==> src/rtl/tmds_pkg.sv <==
// Shared TMDS definitions: period states, control-period codes and guard codes.
package tmds_pkg;

  typedef enum logic [1:0] {
    CTRL     = 2'd0,
    PREAMBLE = 2'd1,
    GUARD    = 2'd2,
    VIDEO    = 2'd3
  } period_t;

  // Per-channel control pairs. Green carries {CTL1,CTL0}; red carries {CTL3,CTL2}.
  localparam logic [1:0] CTL_IDLE      = 2'b00;
  localparam logic [1:0] PRE_CTL_GREEN = 2'b01;  // CTL0=1, CTL1=0
  localparam logic [1:0] PRE_CTL_RED   = 2'b00;  // CTL2=0, CTL3=0

  // Video guard-band codes substituted by the output mux.
  localparam logic [9:0] GUARD_CODE_BR = 10'b1011001100;
  localparam logic [9:0] GUARD_CODE_G  = 10'b0100110011;

  // Control-period symbols, shared with tmds_encoder.
  localparam logic [9:0] CTRL_CODE_00 = 10'b1101010100;
  localparam logic [9:0] CTRL_CODE_01 = 10'b0010101011;
  localparam logic [9:0] CTRL_CODE_10 = 10'b0101010100;
  localparam logic [9:0] CTRL_CODE_11 = 10'b1010101011;

  // One pipeline slot of the raw pixel stream.
  typedef struct packed {
    logic       active;
    logic       hsync;
    logic       vsync;
    logic [7:0] red;
    logic [7:0] green;
    logic [7:0] blue;
  } pix_t;

  function automatic logic [9:0] ctrl_code(input logic [1:0] ctl);
    case (ctl)
      2'b00:   return CTRL_CODE_00;
      2'b01:   return CTRL_CODE_01;
      2'b10:   return CTRL_CODE_10;
      default: return CTRL_CODE_11;
    endcase
  endfunction

  function automatic logic [9:0] guard_code(input logic is_green);
    return is_green ? GUARD_CODE_G : GUARD_CODE_BR;
  endfunction

endpackage

==> src/rtl/tmds_delay_line.sv <==
// Fixed-depth shift register with asynchronous active-low clear.
module tmds_delay_line #(
  parameter int DEPTH = 10,
  parameter int WIDTH = 27
) (
  input  logic             clk_in,
  input  logic             rst_n_in,
  input  logic [WIDTH-1:0] d_in,
  output logic [WIDTH-1:0] q_out
);

  logic [WIDTH-1:0] stage_q [DEPTH];

  // Shift one stage per clock; reset empties every stage.
  always_ff @(posedge clk_in or negedge rst_n_in) begin
    if (!rst_n_in) begin
      for (int i = 0; i < DEPTH; i++) stage_q[i] <= '0;
    end else begin
      stage_q[0] <= d_in;
      for (int i = 1; i < DEPTH; i++) stage_q[i] <= stage_q[i-1];
    end
  end

  assign q_out = stage_q[DEPTH-1];

endmodule

==> src/rtl/tmds_period_scheduler.sv <==
// Sequences CTRL / PREAMBLE / GUARD / VIDEO periods for the three TMDS encoders.
// The pixel stream is delayed by PREAMBLE_LEN+GUARD_LEN stages plus an output
// register so that the preamble and guard band fit in front of each line.
module tmds_period_scheduler
  import tmds_pkg::*;
#(
  parameter int PREAMBLE_LEN = 8,
  parameter int GUARD_LEN    = 2,
  parameter int MIN_BLANK    = 12
) (
  input  logic       clk_in,
  input  logic       rst_n_in,
  input  logic       hdmi_en_in,
  input  logic       active_in,
  input  logic       hsync_in,
  input  logic       vsync_in,
  input  logic [7:0] red_in,
  input  logic [7:0] green_in,
  input  logic [7:0] blue_in,
  output logic       ve_out,
  output logic [7:0] red_out,
  output logic [7:0] green_out,
  output logic [7:0] blue_out,
  output logic [1:0] ctrl_red_out,
  output logic [1:0] ctrl_green_out,
  output logic [1:0] ctrl_blue_out,
  output logic       guard_sel_out,
  output logic       short_blank_out
);

  localparam int         D           = PREAMBLE_LEN + GUARD_LEN;
  localparam logic [4:0] MIN_BLANK_C = 5'(MIN_BLANK);
  localparam logic [3:0] PRE_LOAD    = 4'(PREAMBLE_LEN - 1);
  localparam logic [3:0] GUARD_LOAD  = 4'(GUARD_LEN - 1);

  pix_t       pix_in;
  pix_t       tap;
  period_t    state_q, state_d;
  logic [3:0] phase_q, phase_d;
  logic [4:0] blank_cnt_q, blank_cnt_d;
  logic       active_prev_q;
  logic       hsync_q, vsync_q;
  logic [7:0] red_q, green_q, blue_q;
  logic       guard_sel_q;
  logic       short_blank_q;
  logic       rise;
  logic       blank_ok;

  assign pix_in = {active_in, hsync_in, vsync_in, red_in, green_in, blue_in};

  tmds_delay_line #(
    .DEPTH(D),
    .WIDTH($bits(pix_t))
  ) u_delay (
    .clk_in  (clk_in),
    .rst_n_in(rst_n_in),
    .d_in    (pix_in),
    .q_out   (tap)
  );

  // Line-start detection and saturating count of the preceding blank run.
  always_comb begin
    rise        = active_in & ~active_prev_q;
    blank_ok    = (blank_cnt_q >= MIN_BLANK_C);
    blank_cnt_d = blank_cnt_q;
    if (active_in)                blank_cnt_d = '0;
    else if (blank_cnt_q != 5'd31) blank_cnt_d = blank_cnt_q + 5'd1;
  end

  // Period FSM next state; hdmi_en_in only matters at the CTRL decision.
  always_comb begin
    state_d = state_q;
    phase_d = phase_q;
    case (state_q)
      CTRL: begin
        if (rise && hdmi_en_in && blank_ok) begin
          state_d = PREAMBLE;
          phase_d = PRE_LOAD;
        end else if (tap.active) begin
          state_d = VIDEO;
        end
      end
      PREAMBLE: begin
        if (phase_q == 4'd0) begin
          state_d = GUARD;
          phase_d = GUARD_LOAD;
        end else begin
          phase_d = phase_q - 4'd1;
        end
      end
      GUARD: begin
        if (phase_q == 4'd0) begin
          state_d = VIDEO;
          phase_d = '0;
        end else begin
          phase_d = phase_q - 4'd1;
        end
      end
      VIDEO: begin
        if (!tap.active) state_d = CTRL;
      end
      default: state_d = CTRL;
    endcase
  end

  // State, counters and the output stage of the pixel pipeline.
  always_ff @(posedge clk_in or negedge rst_n_in) begin
    if (!rst_n_in) begin
      state_q       <= CTRL;
      phase_q       <= '0;
      blank_cnt_q   <= '0;
      active_prev_q <= 1'b0;
      hsync_q       <= 1'b0;
      vsync_q       <= 1'b0;
      red_q         <= '0;
      green_q       <= '0;
      blue_q        <= '0;
      guard_sel_q   <= 1'b0;
      short_blank_q <= 1'b0;
    end else begin
      state_q       <= state_d;
      phase_q       <= phase_d;
      blank_cnt_q   <= blank_cnt_d;
      active_prev_q <= active_in;
      hsync_q       <= tap.hsync;
      vsync_q       <= tap.vsync;
      red_q         <= tap.red;
      green_q       <= tap.green;
      blue_q        <= tap.blue;
      // Guard select trails GUARD by one cycle to match the encoder latency.
      guard_sel_q   <= (state_q == GUARD);
      short_blank_q <= rise & hdmi_en_in & ~blank_ok;
    end
  end

  // Encoder-facing outputs decoded from the current period.
  always_comb begin
    ve_out          = (state_q == VIDEO);
    red_out         = ve_out ? red_q   : '0;
    green_out       = ve_out ? green_q : '0;
    blue_out        = ve_out ? blue_q  : '0;
    ctrl_blue_out   = {vsync_q, hsync_q};
    ctrl_green_out  = CTL_IDLE;
    ctrl_red_out    = CTL_IDLE;
    if (state_q == PREAMBLE || state_q == GUARD) begin
      ctrl_green_out = PRE_CTL_GREEN;
      ctrl_red_out   = PRE_CTL_RED;
    end
    guard_sel_out   = guard_sel_q;
    short_blank_out = short_blank_q;
  end

endmodule

==> config.mk <==
export PLATFORM = sky130hd
export DESIGN_NAME = tmds_period_scheduler
export DESIGN_NICKNAME = d
export VERILOG_FILES = /design/src/rtl/tmds_pkg.sv /design/src/rtl/tmds_delay_line.sv /design/src/rtl/tmds_period_scheduler.sv
export SDC_FILE = /design/constraint.sdc
export NUM_CORES = 1
export LEC_CHECK = 0
export BUFFER_PORTS_ARGS = -buffer_cell sky130_fd_sc_hd__buf_4
export CAP_MARGIN = 20
export CORE_MARGIN = 4
export CORE_UTILIZATION = 55
export CTS_BUF_LIST = sky130_fd_sc_hd__clkbuf_8
export DETAILED_ROUTE_END_ITERATION = 8
export GPL_TIMING_DRIVEN = 0
export PLACE_DENSITY = 0.82
export SLEW_MARGIN = 0
export SYNTH_ARGS = -nofsm -noshare
export SYNTH_HDL_FRONTEND = slang
export SYNTH_SLANG_ARGS = --single-unit
export TNS_END_PERCENT = 100
==> constraint.sdc <==
create_clock -name clk_in -period 2.7 [get_ports clk_in]
set_input_delay 0.675 -clock clk_in [delete_from_list [all_inputs] [get_ports clk_in]]
set_output_delay 0.675 -clock clk_in [all_outputs]
set_load 0.01 [all_outputs]
==> results of run 1 <==
-- cell usage after synthesis, drive strengths merged --
| cell type | n |
|---|---|
| buf | 5 |
| nor2 | 8 |
| a221o | 1 |
| dfrtp | 309 |
| o31a | 2 |
| nand3 | 1 |
| nand2b | 2 |
| and2 | 24 |
| xor2 | 2 |
| ha | 10 |
| o31ai | 2 |
| o32ai | 1 |
| or4 | 2 |
| conb | 1 |
| xnor2 | 1 |
| nand2 | 3 |
| o211a | 1 |
| nand3b | 1 |
| mux2i | 5 |
| o21ai | 3 |
| or2 | 1 |
| or3b | 1 |
| nor2b | 2 |
| nand4b | 1 |
| nand4 | 1 |
| o22a | 2 |
| inv | 8 |
| a21oi | 4 |
| and3 | 1 |
| clkbuf | 2 |
| or3 | 1 |
-- worst max path at each step --
stage                      startpoint                             end  slack, ns  depth (start not counted)
4_1_cts        state_q[1]$_DFFE_PN0P_                     blue_out[6]       0.11                          4
3_3_place_gp                 rst_n_in  u_delay.stage_q[261]$_DFF_PN0_      -1.22                          1
3_5_place_dp                 rst_n_in  u_delay.stage_q[251]$_DFF_PN0_       0.55                          3
6_report       state_q[1]$_DFFE_PN0P_                     blue_out[6]       0.19                          4
5_1_grt        state_q[1]$_DFFE_PN0P_                     blue_out[6]       0.02                          4
2_1_floorplan  state_q[0]$_DFFE_PN0P_                     blue_out[0]       0.99                          3
-- power by group through the flow --
stage	registers (µW)	logic, µW	clock network [µW]
after CTS	5050	1060	3640
after global routing	5070	1150	3870
final	5050	1050	3490
after floorplan	5080	561	0
after global placement	5090	912	0
after detailed placement	5130	1060	0
-- stage by stage --
| stage | cell area (µm²) | setup slack [ns] | hold slack, ns |
|---|---|---|---|
| final | 10070 | 0.1931 | 0.08618 |
| after global routing | 10070 | 0.02012 | 0.1052 |
| after CTS | 10070 | 0.1129 | 0.08051 |
| after floorplan | 8422 | 0.9863 | 0.3312 |
| after global placement | 9095 | -1.223 | 0.3310 |
| after detailed placement | 9158 | 0.5497 | 0.3347 |
-- area by class of cell --
| class | instances | share of cell area [%] |
|---|---|---|
| Buffer | 7 | 0.4475 |
| Inverter | 8 | 0.2983 |
| Multi-Input combinational cell | 86 | 6.103 |
| Tap cell | 184 | 2.287 |
| Sequential cell | 309 | 76.82 |
| Clock buffer | 60 | 8.204 |
| Clock inverter | 20 | 0.8204 |
| Timing Repair Buffer | 61 | 5.022 |
-- flip-flops by register name (all words and copies together) (netlist names) --
register,count
u_delay.stage_q,242
u_delay.q_out,27
blue_q,8
green_q,8
red_q,8
blank_cnt_q,5
phase_q,4
state_q,2
active_prev_q,1
guard_sel_out,1
hsync_q,1
short_blank_out,1
vsync_q,1
-- placed cells by master (no fill, tap or decap), types with 2 or more instances in the layout --
cell      synthesis  final
nand2_1           3      3
dfrtp_1         309    309
clkbuf_1          2      2
a21oi_1           4      4
o31a_1            2      2
or4_1             2      2
mux2i_1           5      5
nand2b_1          2      2
clkinv_2          0      3
o31ai_1           2      2
conb_1            1      3
ha_1             10     10
buf_16            0      2
nor2_1            8      8
and2_1           24     24
nor2b_1           2      2
buf_4             5     63
o21ai_0           2      2
xor2_1            2      2
clkbuf_8          0     60
inv_1             8     24
-- metal layers --
layer,vias up,part of all wire [%],global-route usage [%]
met2,120,51,21.55
met4,0,3.2,7.818
met5,-,0,0
li1,1515,-,-
met1,1659,40,16.67
met3,34,6.0,4.167
-- critical path: cells and delay by family, from the launching register on --
family | cells | cell delay (ns)
adder cells (fa/ha/maj) | 1 | 0.31
buffers and inverters | 2 | 0.42
flip-flops | 1 | 0.39
AND/OR/NAND/NOR | 1 | 0.19
-- kinds of logic (layout without fill, tap and decap cells) --
group	Yosys count	in the layout	share of synthesized area [%]
buffers and inverters	15	156	0.8923
AND/OR/NAND/NOR	49	49	3.405
adder cells (fa/ha/maj)	10	10	1.487
multiplexers	5	5	0.5948
XOR/XNOR	3	3	0.3123
AO/OA/AOI/OAI	16	16	1.368
other	1	3	0.04457
flip-flops	309	309	91.90
==> flow_metrics.env, run 1 <==
export IMPL_remaining_drc_errors=0
export IMPL_grt_max_degree=149
export IMPL_clk_path_buf_depth=3
export IMPL_dr_pass1_iters=4
export IMPL_fillers=898
export IMPL_period_needed_ns=2.507
export IMPL_maxCapViolations=0
export IMPL_finClkSkew_ns=0.006908
export IMPL_worst_ep_required_time_ns=2.03
export IMPL_path_clk_slew_ns=0.06
export IMPL_dpl_cell_count=655
export IMPL_coreArea_um2=14750
export IMPL_seq_area_um2=7732
export IMPL_rr_worst_depth=6
export IMPL_diodes=0
export IMPL_min_path_type="in -> async"
export IMPL_cp_start_kind="register"
export IMPL_synth_top_cell_area_share_pct=91.90
export IMPL_fp_dieH_um=131.7
export IMPL_peakVddDrop_mv=0.3966
export IMPL_wl_per_cell_um=14.78
export IMPL_worstPathMaxFanout=10
export IMPL_syn_to_final_growth_pct=19.63
export IMPL_grt_usage_pct=13.54
export IMPL_ant_nets=0
export IMPL_synthCells=408
export IMPL_pwr_share_comb_pct=11.0
export IMPL_hpwl_mm=6.705
export IMPL_endpoint_kind="output port"
export IMPL_grt_setup_unrepaired="false"
export IMPL_pin_count=63
export IMPL_drt_iter0_markers=260
export IMPL_synth_cell_types=33
export IMPL_r2r_end="state_q[0]$_DFFE_PN0P_"
export IMPL_ys_warn_count=0
export IMPL_power_density_nw_per_um2=953.1
export IMPL_drive_gt1_share_pct=23.77
export IMPL_port_buffers=59
export IMPL_final_cell_count_no_fill=735
export IMPL_final_setup_tns_ns=0
export IMPL_grt_overflow_total=0
export IMPL_dieWidth_um=131.7
export IMPL_cts_resized_gates=0
export IMPL_cts_root_buf="clkbuf_8"
export IMPL_setup_viol_count_final=0
export IMPL_multi_input_area_um2=614.3
export IMPL_vias=3328
export IMPL_slew_violations=0
export IMPL_crit_path_top_delay_cell="dfrtp_1"
export IMPL_syn_avg_cell_area_um2=20.62
export IMPL_fmax_mhz=398.9
export IMPL_outcome="finished clean"
export IMPL_die_area_um2=17340
export IMPL_p_switching_uw=2238
export IMPL_clock_sinks=309
export IMPL_p_total_uw=9594
export IMPL_routed_wl_mm=10.86
export IMPL_rr_startpoint="phase_q[0]$_DFFE_PN0P_"
export IMPL_htreeDepth=2
export IMPL_worstPathCellList="ha_1, clkbuf_1, and2_1, buf_4"
export IMPL_cts_made_buffers=45
export IMPL_post_route_period_util_pct=92.85
export IMPL_ys_ff_latch=309
export IMPL_grt_pass1_vias=3849
export IMPL_pwr_share_clk_pct=36.4
export IMPL_r2r_slack_ns=0.69
export IMPL_max_stage_delay_ns=0.39
export IMPL_routabilityCongestion=0.7518
export IMPL_rows=44
export IMPL_ys_seq_area_share_pct=91.90
export IMPL_critPathKind="reg -> out"
export IMPL_internal_power_uw=7356
export IMPL_hold_viol_final=0
export IMPL_avgViaCountPerCell=4.528
export IMPL_antenna_found_initial=0
export IMPL_utilization_pct=68.22
export IMPL_start_util_pct=57.03
export IMPL_arrival_ns=1.83
export IMPL_seqPwrFrac_pct=52.6
export IMPL_yosys_top_cells_area="dfrtp_1, and2_1, ha_1"
export IMPL_worstMarginPinSlew_ns=0.6565
export IMPL_leakage_uw=0.004803
export IMPL_final_nets=558
export IMPL_slew_headroom_pct=56.23
export IMPL_yosysTopAreaCell="dfrtp_1"
export IMPL_syn_area_um2=8414
export IMPL_grt_pass1_wl_mm=18.80
export IMPL_switching_share_pct=23.33
export IMPL_cts_setup_buffers=0
export IMPL_cts_tree="done"
export IMPL_clock_latency_ns=0.51
export IMPL_cts_hold_buf=0
(Power assumes the default switching activity.)
==> run 2: changes to the inputs <==
--- a/config.mk
+++ b/config.mk
@@ -16,5 +16,6 @@
 export SLEW_MARGIN = 0
 export SYNTH_ARGS = -nofsm -noshare
 export SYNTH_HDL_FRONTEND = slang
+export SYNTH_HIERARCHICAL = 1
 export SYNTH_SLANG_ARGS = --single-unit
 export TNS_END_PERCENT = 100
==> flow_metrics.env, run 2 <==
export IMPL_path_clk_slew_ns=0.06
export IMPL_syn_avg_cell_area_um2=19.70
export IMPL_place_ws_ns=0.6429
export IMPL_finClkSkew_ns=0.01606
export IMPL_fp_dieH_um=133.5
export IMPL_yosys_top_cells_area="dfrtp_1, buf_4, and2_1"
export IMPL_ant_nets=0
export IMPL_r2r_end="state_q[1]$_DFFE_PN0P_"
export IMPL_dr_pass1_iters=4
export IMPL_largest_register="u_delay/stage_q"
export IMPL_coreArea_um2=15310
export IMPL_syn_to_final_growth_pct=20.23
export IMPL_clk_path_buf_depth=3
export IMPL_outcome="finished clean"
export IMPL_diodes=0
export IMPL_die_area_um2=17830
export IMPL_p_switching_uw=2350
export IMPL_cts_made_buffers=46
export IMPL_period_needed_ns=2.467
export IMPL_worst_ep_required_time_ns=2.03
export IMPL_synth_common_cells="dfrtp_1, buf_4, and2_1"
export IMPL_cts_root_buf="clkbuf_8"
export IMPL_power_density_nw_per_um2=949.4
export IMPL_hold_viol_final=0
export IMPL_grt_overflow_total=0
export IMPL_vias=3468
export IMPL_cp_start_kind="register"
export IMPL_pwr_share_comb_pct=11.4
export IMPL_grt_max_degree=146
export IMPL_switching_share_pct=23.76
export IMPL_synthCells=440
export IMPL_worstHoldStart="red_in[5]"
export IMPL_worstMarginPinSlew_ns=0.6749
export IMPL_routabilityCongestion=0.6749
export IMPL_final_cell_mix="dfrtp_1, buf_4, clkbuf_8"
export IMPL_async_flop_share_pct=100.0
export IMPL_slew_violations=0
export IMPL_routed_wl_mm=10.21
export IMPL_synth_top_cell_area_share_pct=89.52
export IMPL_remaining_drc_errors=0
export IMPL_internal_power_uw=7541
export IMPL_worstPathMaxFanout=10
export IMPL_post_route_period_util_pct=91.37
export IMPL_syn_area_um2=8666
export IMPL_leakage_uw=0.004977
export IMPL_grt_usage_pct=12.55
export IMPL_htreeDepth=2
export IMPL_rows=45
export IMPL_final_common_cell="dfrtp_1"
export IMPL_endpoint="blue_out[2]"
export IMPL_setup_viol_count_final=0
export IMPL_rr_startpoint="phase_q[0]$_DFFE_PN0P_"
export IMPL_wl_per_cell_um=12.82
export IMPL_pwr_share_clk_pct=37.6
export IMPL_fmax_mhz=405.4
export IMPL_final_nets=592
export IMPL_cts_tree="done"
export IMPL_grt_pass1_vias=3693
export IMPL_min_path_type="in -> reg"
export IMPL_largest_register_ffs=243
export IMPL_synth_most_common_cell="dfrtp_1"
export IMPL_drive_gt1_share_pct=28.67
export IMPL_antenna_found_initial=0
export IMPL_yosysTopAreaCell="dfrtp_1"
export IMPL_arrival_ns=1.79
export IMPL_clock_sinks=310
export IMPL_grt_setup_unrepaired="false"
export IMPL_ys_ff_latch=310
export IMPL_synthFlopType="dfrtp_1"
export IMPL_grt_pass1_wl_mm=17.79
export IMPL_slew_headroom_pct=55.01
export IMPL_finalWorstSetupSlack_ns=0.2331
export IMPL_maxCapViolations=0
export IMPL_crit_path_top_delay_cell="dfrtp_1"
export IMPL_r2r_slack_ns=0.61
export IMPL_pin_count=63
export IMPL_cts_setup_buffers=0
export IMPL_dieWidth_um=133.5
export IMPL_final_setup_tns_ns=0
export IMPL_hpwl_mm=6.104
export IMPL_start_util_pct=56.58
export IMPL_startpoint="state_q[0]$_DFFE_PN0P_"
export IMPL_seqPwrFrac_pct=51.0
export IMPL_peakVddDrop_mv=0.6023
export IMPL_ys_warn_count=6
export IMPL_ys_seq_area_share_pct=89.52
export IMPL_max_stage_delay_ns=0.40
export IMPL_worstPathCellList="ha_1, clkbuf_1, and2_1, buf_4"
export IMPL_drt_iter0_markers=274
export IMPL_synth_edf_count=0
export IMPL_avgViaCountPerCell=4.351
export IMPL_synth_cell_types=36
export IMPL_endpoint_kind="output port"
export IMPL_rr_worst_depth=6
export IMPL_port_buffers=59
export IMPL_clock_latency_ns=0.54
export IMPL_critPathKind="reg -> out"
-- run 2: routing by layer --
layer / up-vias / GRT usage [%] / part of all wire (%)
met4: 0 / 7.429 / 4.4
met1: 1641 / 16.08 / 39
met3: 55 / 4.418 / 8.6
met2: 174 / 18.76 / 48
li1: 1598 / - / -
met5: - / 0 / 0
-- run 2: area by class of cell --
| class | count | area (µm²) |
|---|---|---|
| buffer | 34 | 249.0 |
| inverter | 9 | 33.78 |
| clock buffer | 57 | 784.5 |
| fill | 1003 | 4896 |
| tap | 211 | 264.0 |
| clock inverter | 25 | 180.2 |
| sequential | 310 | 7757 |
| multi-input combinational | 89 | 634.4 |
| timing repair buffer | 62 | 515.5 |
-- run 2: worst min-delay path by stage --
stage                                     end  cells past startpoint
4_1_cts        u_delay/stage_q[264]$_DFF_PN0_                      1
3_3_place_gp    u_delay/stage_q[79]$_DFF_PN0_                      0
3_5_place_dp      u_delay/q_out[10]$_DFF_PN0_                      0
2_1_floorplan      u_delay/q_out[0]$_DFF_PN0_                      0
6_report       u_delay/stage_q[264]$_DFF_PN0_                      1
5_1_grt        u_delay/stage_q[244]$_DFF_PN0_                      1
-- run 2: stage by stage --
stage | instance area (µm²) | total power (µW) | std cells | hold slack, ns | utilization, %
final | 10420 | 9892 | 797 | 0.2432 | 68.03
after global routing | 10420 | 10400 | 797 | 0.1913 | 68.03
after CTS | 10420 | 10020 | 797 | 0.1957 | 68.02
after detailed placement | 9443 | 6231 | 714 | 0.3347 | 61.66
after global placement | 9380 | 6043 | 712 | 0.3323 | 61.25
after floorplan | 8673 | 5686 | 442 | 0.3312 | -
-- run 2: kinds of logic after synthesis --
family                     share of synthesized area, %
buffers and inverters                             3.249
other                                           0.04327
muxes                                            0.5920
adders and majority gates                         1.444
DFF                                               89.52
AOI/OAI and AO/OA                                 1.357
xor gates and xnor gates                         0.3033
and+or+nand+nor                                   3.494
-- run 2: critical path, delay by kind of cell (launching register included) --
family	cells	cell delay (ns)
adders and majority gates	1	0.32
buffers and inverters	2	0.37
DFF	1	0.40
and+or+nand+nor	1	0.17
-- run 2: repair_timing --
item,in CTS,in global routing
endpoints found under the hold margin,32,0
hold buffers,1,0
gates resized for setup,0,2
setup endpoints to repair,0,10
-- run 2: power by group through the flow --
stage | clock, µW | sequential (µW) | combinational, µW
detailed placement | 0 | 5130 | 1100
finish | 3720 | 5050 | 1130
CTS | 3860 | 5050 | 1110
global placement | 0 | 5090 | 950
floorplan | 0 | 5090 | 599
global route | 4100 | 5070 | 1230
